[config.mk]
export PLATFORM = sky130hd
export DESIGN_NAME = unified_mem_arbiter
export DESIGN_NICKNAME = d
export VERILOG_FILES = /design/src/rtl/mem_arb_pkg.sv /design/src/rtl/unified_mem_arbiter.sv
export SDC_FILE = /design/constraint.sdc
export NUM_CORES = 1
export LEC_CHECK = 0
export ABC_AREA = 1
export CAP_MARGIN = 5
export CORE_ASPECT_RATIO = 1.5
export CORE_MARGIN = 3
export CORE_UTILIZATION = 42
export DETAILED_ROUTE_END_ITERATION = 16
export HOLD_SLACK_MARGIN = 0.15
export PLACE_DENSITY_LB_ADDON = 0.05
export SLEW_MARGIN = 20
export SYNTH_ARGS = -nofsm -noshare
export SYNTH_HDL_FRONTEND = slang
export SYNTH_SLANG_ARGS = --single-unit
[constraint.sdc]
create_clock -name clk_i -period 1.93 [get_ports clk_i]
set_clock_uncertainty 0.1 [all_clocks]
set_input_delay 0.193 -clock clk_i [delete_from_list [all_inputs] [get_ports clk_i]]
set_output_delay 0.193 -clock clk_i [all_outputs]
set_load 0.02 [all_outputs]
[src/rtl/mem_arb_pkg.sv]
// Shared types for the unified memory arbiter: access FSM states and grant owners.
// Latency: n/a (types and constants only).
// Backpressure: n/a.
package mem_arb_pkg;

    // Access FSM: wait for a request, run the fixed-latency access, then pulse ready.
    typedef enum logic [1:0] {
        IDLE = 2'b00,
        BUSY = 2'b01,
        DONE = 2'b10
    } arb_state_e;

    // Owner of the access in flight.
    localparam logic GNT_I = 1'b0;
    localparam logic GNT_D = 1'b1;

endpackage

[src/rtl/unified_mem_arbiter.sv]
// Shares one single-ported memory between instruction fetch and data access; data wins.
// Latency: request in IDLE cycle t -> BUSY t+1..t+MEM_LATENCY -> ready pulse t+MEM_LATENCY+1.
// Backpressure: stall_if_o / stall_mem_o hold the pipeline until the owner's ready pulse.
module unified_mem_arbiter
    import mem_arb_pkg::*;
#(
    parameter int MEM_LATENCY = 2,
    parameter int ADDR_W      = 32,
    parameter int DATA_W      = 32
) (
    input  logic              clk_i,
    input  logic              rst_i,
    // instruction fetch port
    input  logic              if_req_i,
    input  logic [ADDR_W-1:0] if_addr_i,
    output logic [DATA_W-1:0] if_rdata_o,
    output logic              if_ready_o,
    // data port
    input  logic              dm_read_i,
    input  logic              dm_write_i,
    input  logic [ADDR_W-1:0] dm_addr_i,
    input  logic [DATA_W-1:0] dm_wdata_i,
    output logic [DATA_W-1:0] dm_rdata_o,
    output logic              dm_ready_o,
    // backing memory
    output logic              mem_en_o,
    output logic              mem_we_o,
    output logic [ADDR_W-1:0] mem_addr_o,
    output logic [DATA_W-1:0] mem_wdata_o,
    input  logic [DATA_W-1:0] mem_rdata_i,
    // pipeline stalls
    output logic              stall_if_o,
    output logic              stall_mem_o
);

    localparam int                CNT_W    = $clog2(MEM_LATENCY + 1);
    localparam logic [CNT_W-1:0]  CNT_LOAD = CNT_W'(MEM_LATENCY - 1);

    arb_state_e        state_q, state_d;
    logic              gnt_q, gnt_d;
    logic [CNT_W-1:0]  cnt_q, cnt_d;
    logic [ADDR_W-1:0] addr_q, addr_d;
    logic [DATA_W-1:0] wdata_q, wdata_d;
    logic              we_q, we_d;
    logic [DATA_W-1:0] if_rdata_q, if_rdata_d;
    logic [DATA_W-1:0] dm_rdata_q, dm_rdata_d;

    logic dm_req;
    assign dm_req = dm_read_i | dm_write_i;

    // State and datapath registers; reset abandons any access in flight.
    always_ff @(posedge clk_i) begin
        if (rst_i) begin
            state_q    <= IDLE;
            gnt_q      <= GNT_I;
            cnt_q      <= '0;
            addr_q     <= '0;
            wdata_q    <= '0;
            we_q       <= 1'b0;
            if_rdata_q <= '0;
            dm_rdata_q <= '0;
        end else begin
            state_q    <= state_d;
            gnt_q      <= gnt_d;
            cnt_q      <= cnt_d;
            addr_q     <= addr_d;
            wdata_q    <= wdata_d;
            we_q       <= we_d;
            if_rdata_q <= if_rdata_d;
            dm_rdata_q <= dm_rdata_d;
        end
    end

    // Next-state: grant with data priority, count down the access, capture read data.
    always_comb begin
        state_d    = state_q;
        gnt_d      = gnt_q;
        cnt_d      = cnt_q;
        addr_d     = addr_q;
        wdata_d    = wdata_q;
        we_d       = we_q;
        if_rdata_d = if_rdata_q;
        dm_rdata_d = dm_rdata_q;
        case (state_q)
            IDLE: begin
                if (dm_req) begin
                    // read+write together is illegal; the write wins
                    gnt_d   = GNT_D;
                    addr_d  = dm_addr_i;
                    wdata_d = dm_wdata_i;
                    we_d    = dm_write_i;
                    cnt_d   = CNT_LOAD;
                    state_d = BUSY;
                end else if (if_req_i) begin
                    gnt_d   = GNT_I;
                    addr_d  = if_addr_i;
                    wdata_d = '0;
                    we_d    = 1'b0;
                    cnt_d   = CNT_LOAD;
                    state_d = BUSY;
                end
            end
            BUSY: begin
                if (cnt_q == '0) begin
                    // only the owner's read register moves; writes leave both alone
                    if (!we_q) begin
                        if (gnt_q == GNT_D) begin
                            dm_rdata_d = mem_rdata_i;
                        end else begin
                            if_rdata_d = mem_rdata_i;
                        end
                    end
                    state_d = DONE;
                end else begin
                    cnt_d = cnt_q - 1'b1;
                end
            end
            DONE: begin
                // requests are ignored here so the requester can advance at this edge
                state_d = IDLE;
            end
            default: begin
                state_d = IDLE;
            end
        endcase
    end

    logic done_pulse;
    // A reset arriving in DONE suppresses the pulse rather than letting it leak out.
    assign done_pulse  = (state_q == DONE) && !rst_i;

    assign if_ready_o  = done_pulse && (gnt_q == GNT_I);
    assign dm_ready_o  = done_pulse && (gnt_q == GNT_D);
    assign if_rdata_o  = if_rdata_q;
    assign dm_rdata_o  = dm_rdata_q;

    assign mem_en_o    = (state_q == BUSY);
    assign mem_we_o    = (state_q == BUSY) && we_q;
    assign mem_addr_o  = addr_q;
    assign mem_wdata_o = wdata_q;

    // Stalls fall in the ready cycle so the pipeline advances on that same edge.
    assign stall_if_o  = if_req_i & ~if_ready_o;
    assign stall_mem_o = dm_req & ~dm_ready_o;

endmodule

==> impl_metrics.csv, run 1 <==
group,metric,value,unit
sta,drv_slew,0,
detailed_routing,drcViolationCount,0,
detailed_routing,wl_per_cell,14.22,um
setup_path,worstPathCellList,"nor3_1, inv_1, nor2_2, nor2_1, dlygate4sd2_1",
clock_network,tritoncts,"built",
clock_network,root_buffer,"clkbuf_16",
power_and_ir_drop,power.density,1030,nW/um2
setup_path,worstPathRequired,1640,ps
setup_path,crit_arrival,1540,ps
clock_network,cts-buffers-inserted,17,
cells_and_area,layout-drive-gt1-share,0.06077,
power_and_ir_drop,p_leak,4.005,nW
synth,yosysWarnings,0,
cells_and_area,syn2layout_area_growth,56.54,%
floorplan,io_pins,267,
placement,hpwl,12.83,mm
floorplan,core,13660,um2
sta,whs,243.3,ps
synth,synth_seq_area_share,0.4534,
cells_and_area,antennaDiodeCount,0,
setup_path,worst-path-max-fanout,6,
floorplan,die-area,15580,um2
detailed_routing,first_pass_iters,5,
placement,portBuffers,266,
sta,slew_headroom,0.6048,
clock_network,clk_latency,400,ps
synth,syn_avg_cell_area,6.896,um2
power_and_ir_drop,switching_share,0.3208,
synth,synth_seq_cells,134,
synth,ys_top_cells_by_area,"dfxtp_1, nand2_1, nor2_1",
detailed_routing,drtIter0Drc,233,
cells_and_area,fin_nets,1241,
setup_path,critPathLaunchType,"flop",
worst_hold_path,min_path_type,"input pin to flop",
setup_path,end_kind,"output port",
sta,min_period_over_period,0.9479,
setup_path,cp_slowest_cell,"dfxtp_2",
power_and_ir_drop,p_clk_frac,0.347,
power_and_ir_drop,pwr-share-comb,0.307,
detailed_routing,routed_via_density,4.774,
detailed_routing,final_antenna_net_count,0,
clock_network,htree_levels,4,
synth,yosys_most_used_dff,"dfxtp_1",
synth,ys_async_sr_fraction,0,
cells_and_area,fin_area,9263,um2
sta,fmax,546.6,MHz
placement,place_area,8658,um2
grt,grt_pass1_vias,5976,
synth,synthTopCellsByCount,"nand2_1, nor2_1, dfxtp_1, nand3_1, inv_1",
power_and_ir_drop,ir_worst_vdd,0.5878,mV
power_and_ir_drop,intPower,0.006479,W
synth,yosysTopAreaCell,"dfxtp_1",
setup_path,slowest_delay,360,ps
flow_run,maxCapViolCount,0,
floorplan,die_width,102.9,um
synth,synth-edff-count,0,
power_and_ir_drop,power.total,0.009539,W
grt,grt_pass1_wl,28.85,mm
clock_network,ctsHoldBuffers,0,
status,status,"finished, final reports clean",
clock_network,cts_num_sinks,134,
synth,synth_area,5917,um2
grt,overflow,0,
synth,synth_fp_nets,993,
placement,place.gp.congestion,0.8249,
cells_and_area,layout.cells.non_filler,1281,
grt,grt_start_max_net_pins,51,
grt,grtUsageTotal,0.2344,
sta,tightest_slew,591.9,ps
sta,period_needed,1830,ps
placement,dp.cells,1249,
clock_network,clkSlewWorstSetupHoldPaths,60,ps
synth,synthCells,858,
floorplan,die_h,151.4,um
sta,hold_viol,0,
detailed_routing,num_vias,6115,
setup_path,path_class,"flop to output port",
synth,synth_cell_types,19,
detailed_routing,finalWirelength,18.22,mm
sta,setup_violations,0,
floorplan,start_util,0.4331,
cells_and_area,utilization,0.6779,
clock_network,cts.path.max_buffers,2,
power_and_ir_drop,seq_power_share,0.346,
synth,synth_top_area_frac,0.4534,
grt,antenna_found_initial,0,
floorplan,rows,52,
power_and_ir_drop,power_switching,0.003060,W
synth,yosysMostFrequentCell,"nand2_1",
-- stage by stage --
step | setup TNS (ps) | setup slack [ps]
after floorplan | 0 | 458.2
after global placement | -2.281 | -2.281
after detailed placement | -104.4 | -70.43
after CTS | 0 | 51.08
after global routing | -50.34 | -21.20
final | 0 | 100.5
-- routing by layer --
layer  vias to the layer above  routed length (um)  track usage
met4                         0                 480      0.08555
met5                         -                   0            0
met2                       188                9536       0.4174
li1                       3164                   -            -
met3                        28                1173      0.06083
met1                      2735                7027       0.2639
-- worst paths after layout --
kind                                       end  cells after the start                        start  slack [ps]
hold / removal    mem_wdata_o[23]$_SDFFE_PP0P_                      3               dm_wdata_i[23]         240
setup / recovery                    stall_if_o                      5      state_q[0]$_SDFFE_PP0P_         100
setup reg to reg   if_rdata_o[31]$_SDFFE_PP0P_                      8        cnt_q[0]$_SDFFE_PP0P_         270
hold reg to reg    if_rdata_o[25]$_SDFFE_PP0P_                      2  if_rdata_o[25]$_SDFFE_PP0P_         380
-- what timing repair did --
action,in CTS,in global routing
setup endpoints to repair,6,3
buffers inserted,0,0
resized for setup,7,2
-- cells by family after synthesis --
group,after synthesis,synth area share
simple gates,579,0.4155
fa+ha+maj,2,0.004229
buf+inv,107,0.09643
compound gates,36,0.03045
flops,134,0.4534
-- worst max-delay path: cells and delay by family, from the launching register on --
kind                   cells  cell delay, ps
buffers and inverters      2             400
flip-flops                 1             360
AND/OR/NAND/NOR            3             370
-- flip-flops by register name, summed over array words and instances, names as in the netlist --
signal,count
dm_rdata_o,32
if_rdata_o,32
mem_addr_o,32
mem_wdata_o,32
cnt_q,2
state_q,2
gnt_q,1
we_q,1
-- placed cells by master, fill, tap and decap left out --
master,netlist,layout
inv_8,0,1
inv_6,0,2
bufinv_16,0,3
dfxtp_2,0,1
clkdlybuf4s50_1,0,260
a21oi_1,36,36
clkinvlp_4,0,4
nor3_1,2,2
clkbuf_16,0,17
inv_2,4,4
nand3_1,98,98
clkbuf_1,8,1
clkinv_2,0,2
ha_1,2,2
nand3b_1,32,32
nand2_1,237,236
nor2_1,202,199
buf_4,8,13
buf_12,0,8
nand4_1,1,1
nor2_4,4,4
dlygate4sd2_1,0,6
nand2_2,2,3
clkinv_4,0,2
inv_1,45,45
dfxtp_1,134,133
nor2_2,1,4
-- power by group through the flow --
| stage | combinational [W] | clock [W] | sequential [W] |
|---|---|---|---|
| floorplan | 0.00130 | 0 | 0.00374 |
| global placement | 0.00292 | 0 | 0.00334 |
| detailed placement | 0.00294 | 0 | 0.00335 |
| CTS | 0.00295 | 0.00336 | 0.00330 |
| global route | 0.00321 | 0.00349 | 0.00334 |
| finish | 0.00293 | 0.00331 | 0.00330 |
-- final cells by class --
cell class              count  area (um2)
well taps                 162       202.7
multi-input cells         617        2674
fillers                  1226        4400
clock buffers              18       429.2
inverters                  49       183.9
clock inverters            14       176.4
flip-flops and latches    134        2684
repair buffers            287        2913
No activity file was read; power rests on OpenSTA's default activity.
==> run 2: changes to the inputs <==
Settings changed: CORE_UTILIZATION 42 to 45.
Clock period 1.93 ns to 2.2 ns, I/O delays scaled along.
==> run 2 against run 1 <==
Sequential cell count unchanged; critical path depth decreased by 2; worst setup slack gained 68 ps; critical path type unchanged.
==> impl_metrics.csv, run 2 (same netlist as run 1, synthesis figures left out) <==
group,metric,value,unit
cells_and_area,final_common_cell,"clkdlybuf4s50_1",
floorplan,die_width,99.63,um
setup_path,slowest_delay,640,ps
status,status,"finished, final reports clean",
floorplan,start_util,0.4659,
sta,hold_viol,0,
grt,grt_pass1_wl,28.70,mm
setup_path,regToRegStartpoint,"cnt_q[0]$_SDFFE_PP0P_",
floorplan,die-area,14590,um2
cells_and_area,n_fill_cell,1053,
sta,slew_headroom,0.6118,
sta,min_period_over_period,0.9235,
detailed_routing,wl_per_cell,14.17,um
clock_network,cts_num_sinks,134,
clock_network,htree_levels,4,
setup_path,r2r_slack,490,ps
sta,drv_slew,0,
power_and_ir_drop,power.total,0.008479,W
setup_path,critPathLaunchType,"flop",
setup_path,critPathTopFamily,"buffers and inverters",
setup_path,crit_arrival,1710,ps
setup_path,worst-path-max-fanout,6,
detailed_routing,final_antenna_net_count,0,
sta,fmax,492.2,MHz
placement,portBuffers,266,
power_and_ir_drop,power.density,921.2,nW/um2
cells_and_area,fin_nets,1237,
floorplan,die_h,146.4,um
grt,grt_pass1_vias,5740,
detailed_routing,routed_via_density,4.808,
clock_network,cts.path.max_buffers,2,
clock_network,clk_latency,410,ps
sta,period_needed,2032,ps
setup_path,cp_slowest_cell,"clkdlybuf4s50_1",
setup_path,crit_buf_inv,2,
setup_path,worstPathRequired,1880,ps
power_and_ir_drop,ir_worst_vdd,0.5371,mV
cells_and_area,multi_input_area,2669,um2
placement,hpwl,12.67,mm
setup_path,path_class,"flop to output port",
grt,overflow,0,
clock_network,root_buffer,"clkbuf_16",
worst_hold_path,min_path_type,"input pin to flop",
grt,grtUsageTotal,0.2456,
placement,place.gp.congestion,0.8442,
grt,antenna_found_initial,0,
grt,grt_start_max_net_pins,100,
floorplan,core,12700,um2
worst_hold_path,min_from,"dm_wdata_i[3]",
clock_network,post-cts-setup-buffers,0,
setup_path,r2r-end,"if_rdata_o[0]$_SDFFE_PP0P_",
floorplan,io_pins,267,
placement,place_area,8571,um2
cells_and_area,layout-drive-gt1-share,0.05481,
setup_path,worstPathCellList,"inv_2, nor2_4, clkdlybuf4s50_1",
cells_and_area,syn2layout_area_growth,55.55,%
detailed_routing,first_pass_iters,6,
sta,tightest_slew,581.4,ps
cells_and_area,layout.cells.non_filler,1269,
setup_path,rr_worst_depth,8,
cells_and_area,ff_latch_area,2684,um2
flow_run,maxCapViolCount,0,
sta,rsz0062_at_grt,"no",
sta,setup_violations,0,
detailed_routing,num_vias,6101,
power_and_ir_drop,p_leak,4.019,nW
cells_and_area,utilization,0.7247,
worst_hold_path,whs_endpoint,"mem_wdata_o[3]$_SDFFE_PP0P_",
detailed_routing,drcViolationCount,0,
detailed_routing,finalWirelength,17.98,mm
clock_network,cts-buffers-inserted,17,
cells_and_area,final_cell_mix,"clkdlybuf4s50_1, nand2_1, nor2_1, dfxtp_1, nand3_1",
sta,fin_tns_setup,0,ps
clock_network,ctsHoldBuffers,0,
cells_and_area,antennaDiodeCount,0,
clock_network,clkSlewWorstSetupHoldPaths,60,ps
clock_network,tritoncts,"built",
detailed_routing,drtIter0Drc,225,
worst_hold_path,min_path_cells,3,
floorplan,rows,50,
setup_path,end_kind,"output port",
cells_and_area,fin_area,9204,um2
placement,dp.cells,1239,
## run 2: cell types whose count changed in the layout (fill, tap and decap cells not counted), sizes merged, moves of 2 or more
cell and change:
buf -4, bufinv +2, clkinv +2, clkinvlp -4, dlygate4sd2 -3, dlymetal6s2s +2
## run 2: per-layer routing
| layer | part of all wire | wire, um | global-route usage | vias to the layer above |
|---|---|---|---|---|
| li1 | - | - | - | 3147 |
| met1 | 0.38 | 6842 | 0.2704 | 2726 |
| met2 | 0.53 | 9462 | 0.4330 | 202 |
| met3 | 0.071 | 1273 | 0.08126 | 26 |
| met4 | 0.022 | 399 | 0.09091 | 0 |
| met5 | 0 | 0 | 0 | - |
## run 2: worst register-to-register path: stages (launching register included)
cell	delay [ps]
dfxtp_1	300
inv_1	100
ha_1	180
nand2_1	110
inv_1	320
buf_4	270
nand3_1	100
nand2_1	80
nor2_1	50
## run 2: area by class of cell
| cell class | instances | share of cell area |
|---|---|---|
| repair buffers | 283 | 0.3087 |
| flip-flops and latches | 134 | 0.2916 |
| multi-input cells | 617 | 0.2900 |
| clock buffers | 17 | 0.04622 |
| clock inverters | 13 | 0.02229 |
| well taps | 156 | 0.02121 |
| inverters | 49 | 0.01998 |
## run 2: repair_timing
item	4_1_cts	5_1_grt
endpoints found under the setup margin	4	2
endpoints found under the hold margin	0	0
pin swaps	0	0
resized for setup	4	2
cloned	0	0
## run 2: metrics by stage
| stage | hold WS (ps) | worst slack [ps] |
|---|---|---|
| final | 259.6 | 168.3 |
| after global routing | 261.4 | 69.65 |
| after CTS | 246.7 | 22.03 |
| after detailed placement | 369.3 | 211.5 |
| after global placement | 361.2 | 252.7 |
| after floorplan | 267.2 | 701.2 |
## run 2: worst max path at each step
stage                                 start  cells after the start           to  slack (ps)
floorplan           state_q[1]$_SDFFE_PP0P_                      5  stall_mem_o         700
global placement                      rst_i                      5   if_ready_o         250
detailed placement                    rst_i                      5   dm_ready_o         210
CTS                 state_q[0]$_SDFFE_PP0P_                      3     mem_we_o          20
global route        state_q[0]$_SDFFE_PP0P_                      3     mem_en_o          70
finish              state_q[0]$_SDFFE_PP0P_                      3     mem_en_o         170
## run 2: report_power, final
part / leakage [nW] / internal [W] / switching (W)
logic: 2.61 / 0.00112 / 0.00140
registers: 1.10 / 0.00274 / 0.000159
clock network: 0.313 / 0.00200 / 0.00106
